<file path="src/rtl/sdram_arbiter_rr_pkg.sv">
// sdram_arb_pkg: arbiter states, command record and widths shared with the controller wrapper
package sdram_arb_pkg;
  localparam int ARB_ADDR_W = 22;
  localparam int ARB_DATA_W = 128;
  localparam int ARB_BE_W = ARB_DATA_W / 8;
  typedef enum logic [1:0] {IDLE, CMD, ACK} arb_state_t;
  typedef struct packed {
    logic [ARB_ADDR_W-1:0] addr;
    logic [ARB_DATA_W-1:0] wrdata;
    logic [ARB_BE_W-1:0]   be;
    logic                  wr;
  } arb_cmd_t;
endpackage

</file>
<file path="src/rtl/sdram_arbiter_rr_if.sv">
// sdram_arbiter_rr_if: client request/response bundle plus the SDRAM controller command port
interface sdram_arbiter_rr_if import sdram_arb_pkg::*; #(
  parameter int NUM_CLIENTS = 5,
  parameter int ADDR_W = ARB_ADDR_W,
  parameter int DATA_W = ARB_DATA_W
);
  localparam int BE_W = DATA_W / 8;
  localparam int IW = $clog2(NUM_CLIENTS);
  logic [NUM_CLIENTS-1:0]        cli_rd, cli_wr, cli_lock, cli_en, cli_ac, cli_wait;
  logic [NUM_CLIENTS*ADDR_W-1:0] cli_addr;
  logic [NUM_CLIENTS*DATA_W-1:0] cli_wrdata;
  logic [NUM_CLIENTS*BE_W-1:0]   cli_be;
  logic [DATA_W-1:0]             cli_rddata, ar_wrdata, ar_rddata;
  logic [IW-1:0]                 grant_idx;
  logic                          busy, proto_err, ar_read, ar_write, ar_ac;
  logic [ADDR_W-1:0]             ar_addr;
  logic [BE_W-1:0]               ar_be;
  modport master (
    input  cli_rd, cli_wr, cli_lock, cli_en, cli_addr, cli_wrdata, cli_be, ar_ac, ar_rddata,
    output cli_ac, cli_wait, cli_rddata, grant_idx, busy, proto_err,
           ar_addr, ar_be, ar_read, ar_write, ar_wrdata
  );
  modport slave (
    output cli_rd, cli_wr, cli_lock, cli_en, cli_addr, cli_wrdata, cli_be, ar_ac, ar_rddata,
    input  cli_ac, cli_wait, cli_rddata, grant_idx, busy, proto_err,
           ar_addr, ar_be, ar_read, ar_write, ar_wrdata
  );
endinterface

</file>
<file path="src/rtl/sdram_arbiter_rr_pick.sv">
// rr_pick: high-priority-first, then round-robin winner search starting at the pointer
module rr_pick import sdram_arb_pkg::*; #(
  parameter int NUM_CLIENTS = 5,
  parameter int HP_CLIENT = 0,
  localparam int IW = $clog2(NUM_CLIENTS)
) (
  input  logic [NUM_CLIENTS-1:0] i_elig,
  input  logic [IW-1:0]          i_ptr,
  output logic [IW-1:0]          o_win,
  output logic                   o_found
);
  logic [2*NUM_CLIENTS-1:0] w_dbl;
  logic [IW-1:0]            w_off;
  logic [IW:0]              w_sum;
  // doubling the request vector turns the wrap-around search into a plain lowest-bit search
  assign w_dbl = {i_elig, i_elig} >> i_ptr;
  always_comb begin
    w_off = '0;
    for (int k = NUM_CLIENTS - 1; k >= 0; k--) w_off = w_dbl[k] ? IW'(k) : w_off;
  end
  assign w_sum = {1'b0, i_ptr} + {1'b0, w_off};
  assign o_win = i_elig[HP_CLIENT] ? IW'(HP_CLIENT) :
                 (int'(w_sum) >= NUM_CLIENTS) ? IW'(int'(w_sum) - NUM_CLIENTS) : w_sum[IW-1:0];
  assign o_found = |i_elig;
endmodule

</file>
<file path="src/rtl/sdram_arbiter_rr.sv">
// sdram_arbiter_rr: round-robin N-client arbiter with HP client and bounded lock for one SDRAM port
module sdram_arbiter_rr import sdram_arb_pkg::*; #(
  parameter int NUM_CLIENTS = 5,
  parameter int ADDR_W = ARB_ADDR_W,
  parameter int DATA_W = ARB_DATA_W,
  parameter int HP_CLIENT = 0,
  parameter int MAX_HOLD = 8
) (
  input logic clk,
  input logic reset,
  sdram_arbiter_rr_if.master bus
);
  localparam int BE_W = DATA_W / 8;
  localparam int IW = $clog2(NUM_CLIENTS);
  localparam int HW = $clog2(MAX_HOLD) + 1;
  arb_state_t             r_state;
  arb_cmd_t               r_cmd;
  logic                   r_live, r_perr;
  logic [IW-1:0]          r_gnt, r_ptr;
  logic [HW-1:0]          r_hold;
  logic [NUM_CLIENTS-1:0] r_ac, r_wait;
  logic [DATA_W-1:0]      r_rddata;
  logic [NUM_CLIENTS-1:0] w_elig;
  logic [IW-1:0]          w_win, w_sel;
  logic                   w_found, w_cli_rd, w_cli_wr, w_cont, w_load;
  arb_cmd_t               w_next;
  assign w_elig = (bus.cli_rd | bus.cli_wr) & bus.cli_en;
  rr_pick #(.NUM_CLIENTS(NUM_CLIENTS), .HP_CLIENT(HP_CLIENT)) u_pick (
    .i_elig(w_elig), .i_ptr(r_ptr), .o_win(w_win), .o_found(w_found)
  );
  // in IDLE the command comes from the new winner, in ACK from the locking owner
  assign w_sel = (r_state == IDLE) ? w_win : r_gnt;
  assign w_cli_rd = bus.cli_rd[w_sel];
  assign w_cli_wr = bus.cli_wr[w_sel];
  assign w_next = '{addr:   bus.cli_addr[w_sel*ADDR_W +: ADDR_W],
                    wrdata: bus.cli_wrdata[w_sel*DATA_W +: DATA_W],
                    be:     bus.cli_be[w_sel*BE_W +: BE_W],
                    wr:     w_cli_wr};
  assign w_cont = bus.cli_lock[r_gnt] & w_elig[r_gnt] & (int'(r_hold) < MAX_HOLD - 1);
  assign w_load = ((r_state == IDLE) & w_found) | ((r_state == ACK) & w_cont);
  always_ff @(posedge clk or negedge reset) begin
    if (!reset) begin
      r_state  <= IDLE;
      r_cmd    <= '{addr: '0, wrdata: '0, be: '1, wr: 1'b0};
      r_live   <= 1'b0;
      r_perr   <= 1'b0;
      r_gnt    <= '0;
      r_ptr    <= '0;
      r_hold   <= '0;
      r_ac     <= '0;
      r_wait   <= '1;
      r_rddata <= '0;
    end else begin
      r_ac <= '0;
      case (r_state)
        IDLE: if (w_found) begin
          r_gnt  <= w_win;
          r_wait <= ~(NUM_CLIENTS'(1) << w_win);
        end
        CMD: if (bus.ar_ac) begin
          r_rddata <= bus.ar_rddata;
          r_live   <= 1'b0;
          r_ac     <= NUM_CLIENTS'(1) << r_gnt;
          r_state  <= ACK;
        end
        ACK: if (w_cont) r_hold <= r_hold + 1'b1;
        else begin
          r_ptr   <= (int'(r_gnt) == NUM_CLIENTS - 1) ? '0 : r_gnt + 1'b1;
          r_hold  <= '0;
          r_wait  <= '1;
          r_state <= IDLE;
        end
        default: r_state <= IDLE;
      endcase
      if (w_load) begin
        r_cmd   <= w_next;
        r_live  <= 1'b1;
        r_perr  <= r_perr | (w_cli_rd & w_cli_wr);
        r_state <= CMD;
      end
    end
  end
  assign bus.ar_addr    = r_cmd.addr;
  assign bus.ar_wrdata  = r_cmd.wrdata;
  assign bus.ar_be      = r_cmd.be;
  assign bus.ar_read    = r_live & ~r_cmd.wr;
  assign bus.ar_write   = r_live & r_cmd.wr;
  assign bus.cli_ac     = r_ac;
  assign bus.cli_wait   = r_wait;
  assign bus.cli_rddata = r_rddata;
  assign bus.grant_idx  = r_gnt;
  assign bus.busy       = r_state != IDLE;
  assign bus.proto_err  = r_perr;
endmodule

</file>
<file path="src/flat_wrapper.sv">
// flat-port wrapper written by rule: the top's interface ports become plain ports
module sdram_arbiter_rr_flat import sdram_arb_pkg::*;
#(
  parameter int NUM_CLIENTS = 5,
  parameter int ADDR_W = ARB_ADDR_W,
  parameter int DATA_W = ARB_DATA_W,
  parameter int HP_CLIENT = 0,
  parameter int MAX_HOLD = 8
)
  (clk, reset, bus_cli_rd, bus_cli_wr, bus_cli_lock, bus_cli_en, bus_cli_addr, bus_cli_wrdata, bus_cli_be, bus_ar_ac, bus_ar_rddata, bus_cli_ac, bus_cli_wait, bus_cli_rddata, bus_grant_idx, bus_busy, bus_proto_err, bus_ar_addr, bus_ar_be, bus_ar_read, bus_ar_write, bus_ar_wrdata);
  sdram_arbiter_rr_if #(.NUM_CLIENTS(NUM_CLIENTS), .ADDR_W(ADDR_W), .DATA_W(DATA_W)) bus_i ();
  input logic clk;
  input logic reset;
  input wire logic [$bits(bus_i.cli_rd)-1:0] bus_cli_rd;
  input wire logic [$bits(bus_i.cli_wr)-1:0] bus_cli_wr;
  input wire logic [$bits(bus_i.cli_lock)-1:0] bus_cli_lock;
  input wire logic [$bits(bus_i.cli_en)-1:0] bus_cli_en;
  input wire logic [$bits(bus_i.cli_addr)-1:0] bus_cli_addr;
  input wire logic [$bits(bus_i.cli_wrdata)-1:0] bus_cli_wrdata;
  input wire logic [$bits(bus_i.cli_be)-1:0] bus_cli_be;
  input wire logic [$bits(bus_i.ar_ac)-1:0] bus_ar_ac;
  input wire logic [$bits(bus_i.ar_rddata)-1:0] bus_ar_rddata;
  output wire logic [$bits(bus_i.cli_ac)-1:0] bus_cli_ac;
  output wire logic [$bits(bus_i.cli_wait)-1:0] bus_cli_wait;
  output wire logic [$bits(bus_i.cli_rddata)-1:0] bus_cli_rddata;
  output wire logic [$bits(bus_i.grant_idx)-1:0] bus_grant_idx;
  output wire logic [$bits(bus_i.busy)-1:0] bus_busy;
  output wire logic [$bits(bus_i.proto_err)-1:0] bus_proto_err;
  output wire logic [$bits(bus_i.ar_addr)-1:0] bus_ar_addr;
  output wire logic [$bits(bus_i.ar_be)-1:0] bus_ar_be;
  output wire logic [$bits(bus_i.ar_read)-1:0] bus_ar_read;
  output wire logic [$bits(bus_i.ar_write)-1:0] bus_ar_write;
  output wire logic [$bits(bus_i.ar_wrdata)-1:0] bus_ar_wrdata;
  assign bus_i.cli_rd = bus_cli_rd;
  assign bus_i.cli_wr = bus_cli_wr;
  assign bus_i.cli_lock = bus_cli_lock;
  assign bus_i.cli_en = bus_cli_en;
  assign bus_i.cli_addr = bus_cli_addr;
  assign bus_i.cli_wrdata = bus_cli_wrdata;
  assign bus_i.cli_be = bus_cli_be;
  assign bus_i.ar_ac = bus_ar_ac;
  assign bus_i.ar_rddata = bus_ar_rddata;
  assign bus_cli_ac = bus_i.cli_ac;
  assign bus_cli_wait = bus_i.cli_wait;
  assign bus_cli_rddata = bus_i.cli_rddata;
  assign bus_grant_idx = bus_i.grant_idx;
  assign bus_busy = bus_i.busy;
  assign bus_proto_err = bus_i.proto_err;
  assign bus_ar_addr = bus_i.ar_addr;
  assign bus_ar_be = bus_i.ar_be;
  assign bus_ar_read = bus_i.ar_read;
  assign bus_ar_write = bus_i.ar_write;
  assign bus_ar_wrdata = bus_i.ar_wrdata;
  sdram_arbiter_rr #(.NUM_CLIENTS(NUM_CLIENTS), .ADDR_W(ADDR_W), .DATA_W(DATA_W), .HP_CLIENT(HP_CLIENT), .MAX_HOLD(MAX_HOLD)) u_core (.clk(clk), .reset(reset), .bus(bus_i));
endmodule
</file>
<file path="config.mk">
export PLATFORM = sky130hd
export DESIGN_NAME = sdram_arbiter_rr_flat
export DESIGN_NICKNAME = d
export VERILOG_FILES = /design/src/rtl/sdram_arbiter_rr_pkg.sv /design/src/rtl/sdram_arbiter_rr_if.sv /design/src/rtl/sdram_arbiter_rr_pick.sv /design/src/rtl/sdram_arbiter_rr.sv /design/src/flat_wrapper.sv
export SDC_FILE = /design/constraint.sdc
export NUM_CORES = 1
export LEC_CHECK = 0
export ABC_AREA = 0
export BUFFER_PORTS_ARGS = -buffer_cell sky130_fd_sc_hd__buf_2
export CORE_AREA = 4 4 508 510
export DETAILED_ROUTE_END_ITERATION = 10
export DIE_AREA = 0 0 512 514
export GPL_ROUTABILITY_DRIVEN = 0
export GPL_TIMING_DRIVEN = 0
export MAX_ROUTING_LAYER = met4
export PLACE_DENSITY_LB_ADDON = 0.05
export SETUP_SLACK_MARGIN = 0.4
export SYNTH_ARGS = -nofsm -noshare
export SYNTH_HDL_FRONTEND = slang
export SYNTH_SLANG_ARGS = --single-unit
</file>
<file path="constraint.sdc">
create_clock -name clk -period 12.4 [get_ports clk]
set_clock_uncertainty 0.15 [all_clocks]
set_input_delay 1.24 -clock clk [delete_from_list [all_inputs] [get_ports clk]]
set_output_delay 1.24 -clock clk [all_outputs]
set_load 0.03 [all_outputs]
</file>
Word level (Yosys, flattened, before mapping)

Cells that the tools add are included.
Widths: inputs -> output; s select.

Register bits: 319
Input port bits: 981
Bits in latches: 0
ROM bits: 0
Word-level logic and storage cells: 92
RAM bits: 0
Memories kept: 0

Bitwise gates (word level): 14
Magnitude comparators: 4
Multiplexer cells: 30
Add/subtract/negate cells: 4
Reduce and logical (&&, ||, !) cells: 12
$mul: 1
Divide/modulo/power cells: 0
Shift operators: 6
Eq/ne operators: 8

Operators by type and width:

| kind                | number |
|---|---|
| $shiftx 640x11->128 | 1 |
| $shiftx 110x9->22   | 1 |
| $shiftx 80x8->16    | 1 |
| $mux 3              | 9 |
| $mux 5              | 4 |
| $bmux 1 s3          | 4 |
| $pmux 5 s2          | 1 |
| $shl 1x3->5 const A | 2 |
| $shr 10x3->5        | 1 |
| $lt 3x4->1 const B  | 2 |
| $reduce_and 2->1    | 4 |
| $reduce_bool 2->1   | 4 |
| $and 1x1->1         | 7 |
| $mul 3x4->7 const B | 1 |
| $mux 1              | 7 |
| $mux 2              | 3 |
| $pmux 2 s3          | 1 |
| $reduce_and 3->1    | 2 |
| $and 5x5->5         | 1 |
| $not 5->5           | 1 |
| $or 5x5->5          | 1 |
| $reduce_or 5->1     | 1 |
| $add 3x3->4         | 1 |
| $add 4x1->4 const B | 1 |
| 15 further kinds    | 18 |

Logic depth before layout (Yosys ltp)

Depth in word-level cells: 17
Gate-level depth with buffers: 22
Mapped depth without buffers: 18

Hierarchy

From an unflattened synthesis, not the netlist that was laid out.

Cell total of the unflattened synthesis: 2,066
Area, all modules: 20,667.3 µm²

By module, submodules not included:

| module           | area an instance (µm²) | cells each | instances |
|---|---|---|---|
| sdram_arbiter_rr | 20,143.1               | 2,004      | 1 |
| rr_pick          | 524.3                  | 62         | 1 |

Least setup slack after synthesis

OpenSTA, ideal clock, no wires.

Path kind: input to register
Start: input bus_cli_wr[0]
End: register u_core.r_cmd (netlist bit u_core.bus.ar_wrdata[10])
Stages on the path: 21
Data required time: 12.169 ns
Setup slack: 7.041 ns
Arrival: 5.128 ns
Cell sequence: o21ai_1 mux2i_1 o21ai_0 a22o_1 nor2b_1 o21ai_0 o31ai_1 ha_1 fa_1 inv_1 ha_1 nand2b_1 a221oi_4 mux2_4 nand2_4 buf_12 buf_12 buf_12 mux2i_1 mux2_2 o22ai_2

Cells in the longest elaborated chain, start to end: 14
Elaborated cells on any way between the ends: 23
Classes of those cells: 2 x add/sub; 1 x order compare; 2 x shift; 10 x mux; 7 x bitwise; 1 x reduce/logical

RTL lines:

| element                                   | RTL line                    | RTL |
|---|---|---|
| start, declared                           | flat_wrapper.sv:15          | `input wire logic [$bits(bus_i.cli_wr)-1:0] bus_cli_wr;` |
| $or 5x5->5 (*)                            | sdram_arbiter_rr.sv:27      | `assign w_elig = (bus.cli_rd \| bus.cli_wr) & bus.cli_en;` |
| $and 5x5->5 (*)                           | sdram_arbiter_rr.sv:27      |  |
| $shr 10x3->5                              | sdram_arbiter_rr_pick.sv:16 | `assign w_dbl = {i_elig, i_elig} >> i_ptr;` |
| $mux 3 (5 in series)                      | sdram_arbiter_rr_pick.sv:19 | `for (int k = NUM_CLIENTS - 1; k >= 0; k--) w_off = w_dbl[k] ? IW'(k) : w_off;` |
| $add 3x3->4                               | sdram_arbiter_rr_pick.sv:21 | `assign w_sum = {1'b0, i_ptr} + {1'b0, w_off};` |
| $ge 4x3->1 or $sub 3x3->3 (tied branches) | sdram_arbiter_rr_pick.sv:23 | `(int'(w_sum) >= NUM_CLIENTS) ? IW'(int'(w_sum) - NUM_CLIENTS) : w_sum[IW-1:0];` |
| $mux 3                                    | sdram_arbiter_rr_pick.sv:23 |  |
| $mux 3                                    | sdram_arbiter_rr_pick.sv:22 | `assign o_win = i_elig[HP_CLIENT] ? IW'(HP_CLIENT) :` |
| $mux 3                                    | sdram_arbiter_rr.sv:32      | `assign w_sel = (r_state == IDLE) ? w_win : r_gnt;` |
| $shiftx 640x11->128                       | sdram_arbiter_rr.sv:36      | `wrdata: bus.cli_wrdata[w_sel*DATA_W +: DATA_W],` |
| end signal, assigned                      | sdram_arbiter_rr.sv:44      | `r_cmd <= '{addr: '0, wrdata: '0, be: '1, wr: 1'b0};` |
| end signal, assigned                      | sdram_arbiter_rr.sv:76      | `r_cmd <= w_next;` |
| end, declared                             | sdram_arbiter_rr.sv:17      | `arb_cmd_t r_cmd;` |

Mark *: on every way between the ends. The rest lies on a longest branch, timed or not. The select of a mux whose other input is x is not followed.
A chain may end at the register's enable or synchronous reset.

Worst setup path after layout

Start: input bus_cli_wr[3]
End: register u_core.r_cmd (netlist bit u_core.bus.ar_wrdata[48])

Same word-level chain as after synthesis.

==> qor.txt <==
run status -> finished clean
Ports -> 1292
PnR worst setup slack -> 5.632 ns
Mean Syn Cell Area -> 9.812 um^2
crit path max fanout -> 10
number of DRC markers in iteration 0 -> 821
Hold WC Path Type -> in -> async
crit path capture type -> register
worst IR drop on VDD -> 130.1 uV
TritonCTS clock tree -> done
Mapped Area -> 0.02174 mm^2
Slew @ Worst Pin -> 1.300 ns
Hold Buf Count CTS -> 0
Syn-to-layout area delta -> 59.01%
Slowest cell on crit path -> o21ai_1
Most Frequent Cell on Critical Path -> buf_2
design area -> 0.03457 mm^2
Clk Latency, worst-skew pair -> 0.69 ns
area of the multi-input gates -> 0.01129 mm^2
Worst Path Arrival -> 7.20 ns
CTS sink count -> 319
PostCTS Resize Cnt -> 0
R2R cell count -> 20
CTS Buffer Depth -> 3
Crit Path Category -> in -> reg
Logic pwr share -> 71.8%
most frequent cells in the layout -> buf_2, nand2_1, mux2i_1
syn_nets -> 3209
count of different cell masters after synthesis -> 58
Remaining DRCs -> 0
Pint -> 0.005951 W
register area -> 0.008009 mm^2
Crit path required time -> 12.83 ns
Sum Neg Setup Slack -> 0 ns
H-tree levels -> 2
most common cell after layout, fill and taps aside -> buf_2
Leak -> 15.96 nW
port bufs -> 1291
Slew headroom -> 13.32%
cts bufs inserted -> 54
Routed WL per cell -> 26.42 um
top_reg_cell synth -> dfrtp_1
DP Wirelength -> 158.2 mm
final WL -> 187.0 mm
switching portion of total power -> 52.50%
RR Startpoint -> u_core.r_ptr[2]
Clk pin slew, worst setup/hold paths -> 0.05 ns
Post-CTS Setup Inserts -> 0
core area -> 0.2535 mm^2
post-layout util -> 13.64%
gr ovfl total -> 0
ys async rst share -> 100.0%
die outline area -> 0.2632 mm^2
flops & latches, synth -> 319
register area share after synthesis -> 36.83%
Total Nets Final -> 4561
final hold viol count -> 0
Slowest Stage Delay on Critical Path -> 0.69 ns
FP Rows -> 185
Fill cells -> 29280
pin count of the biggest net entering global routing -> 86
root buffer cell -> clkbuf_16
share of layout cells above drive strength 1 -> 54.72%
Yosys Warn Count -> 0
startpoint types -> input port
vias in the first global route -> 24780
Mapped Cells -> 2216
via/cell ratio -> 3.141
dpl cell area -> 0.03255 mm^2
remaining antenna violation count -> 0
total track usage -> 14.04%
min Tclk post-route -> 6.768 ns
top cells by area, synth -> dfrtp_1, mux2i_1, o22ai_2, mux2_2, nand2_1
Yosys top cell by area -> dfrtp_1
power per cell area -> 362.4 mW/mm^2
final setup vio count -> 0
starting density of the core -> 8.579%
crit-path cells -> buf_2, o21ai_1, mux2i_1, o221ai_1, a22o_1, nor2b_1, o21ai_0, o31ai_1, ha_1, fa_1, inv_1, ha_1, nand2b_1, a221oi_4, mux2i_1, nor2_2, buf_2, buf_2, mux2_2, o22ai_2
sequential share of power -> 15.4%
DR vias -> 22230
RSZ-0062 raised after global routing -> false
Psw -> 0.006578 W
share of the synthesized area in the top cell type -> 34.30%
max_cap viols -> 0
Post-synth EDFFs -> 0
initial antenna violation count -> 188
DIE HEIGHT -> 514 um
first-pass GRT wire length -> 241.2 mm
Detailed Routing Iterations Pass 1 -> 5
Die W -> 512 um
fin crit share -> 54.58%
worst flop-to-flop path endpoint -> u_core.bus.ar_wrdata[48]
max-slew violations -> 0
R2R Setup Slk -> 6.08 ns
pre-CTS WS -> 4.680 ns
fmax -> 147.8 MHz
clock group share of total power -> 12.8%
power groups by stage:
| stage | Sequential [W] | Clock (W) | Combinational, W |
|---|---|---|---|
| 2_1_floorplan | 0.00226 | 0 | 0.00560 |
| 3_3_place_gp | 0.00197 | 0 | 0.00942 |
| 3_5_place_dp | 0.00195 | 0 | 0.00937 |
| 4_1_cts | 0.00195 | 0.00172 | 0.00939 |
| 5_1_grt | 0.00201 | 0.00173 | 0.00972 |
| 6_report | 0.00193 | 0.00160 | 0.00899 |
logic make-up (layout without fill, tap and decap cells):
| kind of cell | Yosys count | count (layout) | synth area share (%) |
|---|---|---|---|
| XOR/XNOR | 2 | 2 | 0.1151 |
| other | 0 | 100 | 0 |
| buffers and inverters | 344 | 1741 | 11.26 |
| flip-flops | 319 | 319 | 36.83 |
| AND/OR/NAND/NOR | 643 | 643 | 11.64 |
| adder cells (fa/ha/maj) | 12 | 12 | 0.7250 |
| AO/OA/AOI/OAI | 387 | 387 | 15.02 |
| multiplexers | 509 | 509 | 24.41 |
worst max-delay path, delay by kind of cell:
kind	cells	cell delay (ns)
and+or+nand+nor	3	0.91
AOI/OAI and AO/OA	7	1.95
muxes	3	0.83
buffers and inverters	4	1.21
adders and majority gates	3	1.00
flip-flops by register name, indices dropped and copies added (netlist names):
signal and flops:
u_core.bus.ar_wrdata 128, u_core.bus.cli_rddata 128, u_core.bus.ar_addr 22, u_core.bus.ar_be 16, u_core.bus.cli_ac 5, u_core.bus.cli_wait 5
u_core.r_hold 4, u_core.bus.grant_idx 3, u_core.r_ptr 3, u_core.r_state 2, u_core.bus.proto_err 1, u_core.r_cmd 1
u_core.r_live 1
final cells by class:
| class | count | share of cell area (%) |
|---|---|---|
| Timing Repair Buffer | 1296 | 19.06 |
| Buffer | 327 | 6.901 |
| Sequential cell | 319 | 23.16 |
| Clock buffer | 87 | 4.730 |
| Inverter | 17 | 0.1846 |
| Tap cell | 3366 | 12.18 |
| Antenna cell | 100 | 0.7238 |
| Clock inverter | 14 | 0.4162 |
| Multi-Input combinational cell | 1553 | 32.64 |
stage by stage:
step	instances	hold slack [ns]	total power (W)
after global placement	6873	0.3102	0.01138
after global routing	7075	0.2202	0.01346
after detailed placement	6878	0.3068	0.01132
final	7079	0.2658	0.01253
after CTS	6979	0.1785	0.01305
after floorplan	2216	0.3006	0.007859
Yosys cell counts (all sizes together), types with 2 or more instances:
master	number
nand3	16
clkbuf	88
a22o	2
a32oi	2
nor2	182
inv	17
dfrtp	298
nand2b	6
a21o	2
o21a	5
a221oi	2
mux2i	342
mux2	167
ha	11
or2	3
nor2b	3
o221ai	2
a31oi	7
and2	5
nor3	3
a21oi	166
o211ai	9
dfstp	21
o21ai	22
o22ai	158
buf	239
a31o	3
and3	4
o311ai	2
nand2	418
routing by layer:
layer  share of wire [%]  GRT usage [%]
met1                  38          14.88
met5                   0              -
met2                  49          24.03
met3                  10          6.297
met4                 2.4          3.034
worst max path at each step:
stage / slack [ns] / from / end / depth (start not counted)
after floorplan: 7.04 / bus_cli_wr[0] / u_core.bus.ar_wrdata[10] / 21
after global placement: 0.65 / reset / u_core.bus.ar_wrdata[105] / 1
after detailed placement: 4.68 / bus_cli_wr[3] / u_core.bus.ar_wrdata[46] / 20
after CTS: 5.43 / bus_cli_wr[3] / u_core.bus.ar_wrdata[46] / 20
after global routing: 5.26 / bus_cli_wr[3] / u_core.bus.ar_wrdata[42] / 20
final: 5.63 / bus_cli_wr[3] / u_core.bus.ar_wrdata[48] / 20
No activity file was read; power rests on OpenSTA's default activity.
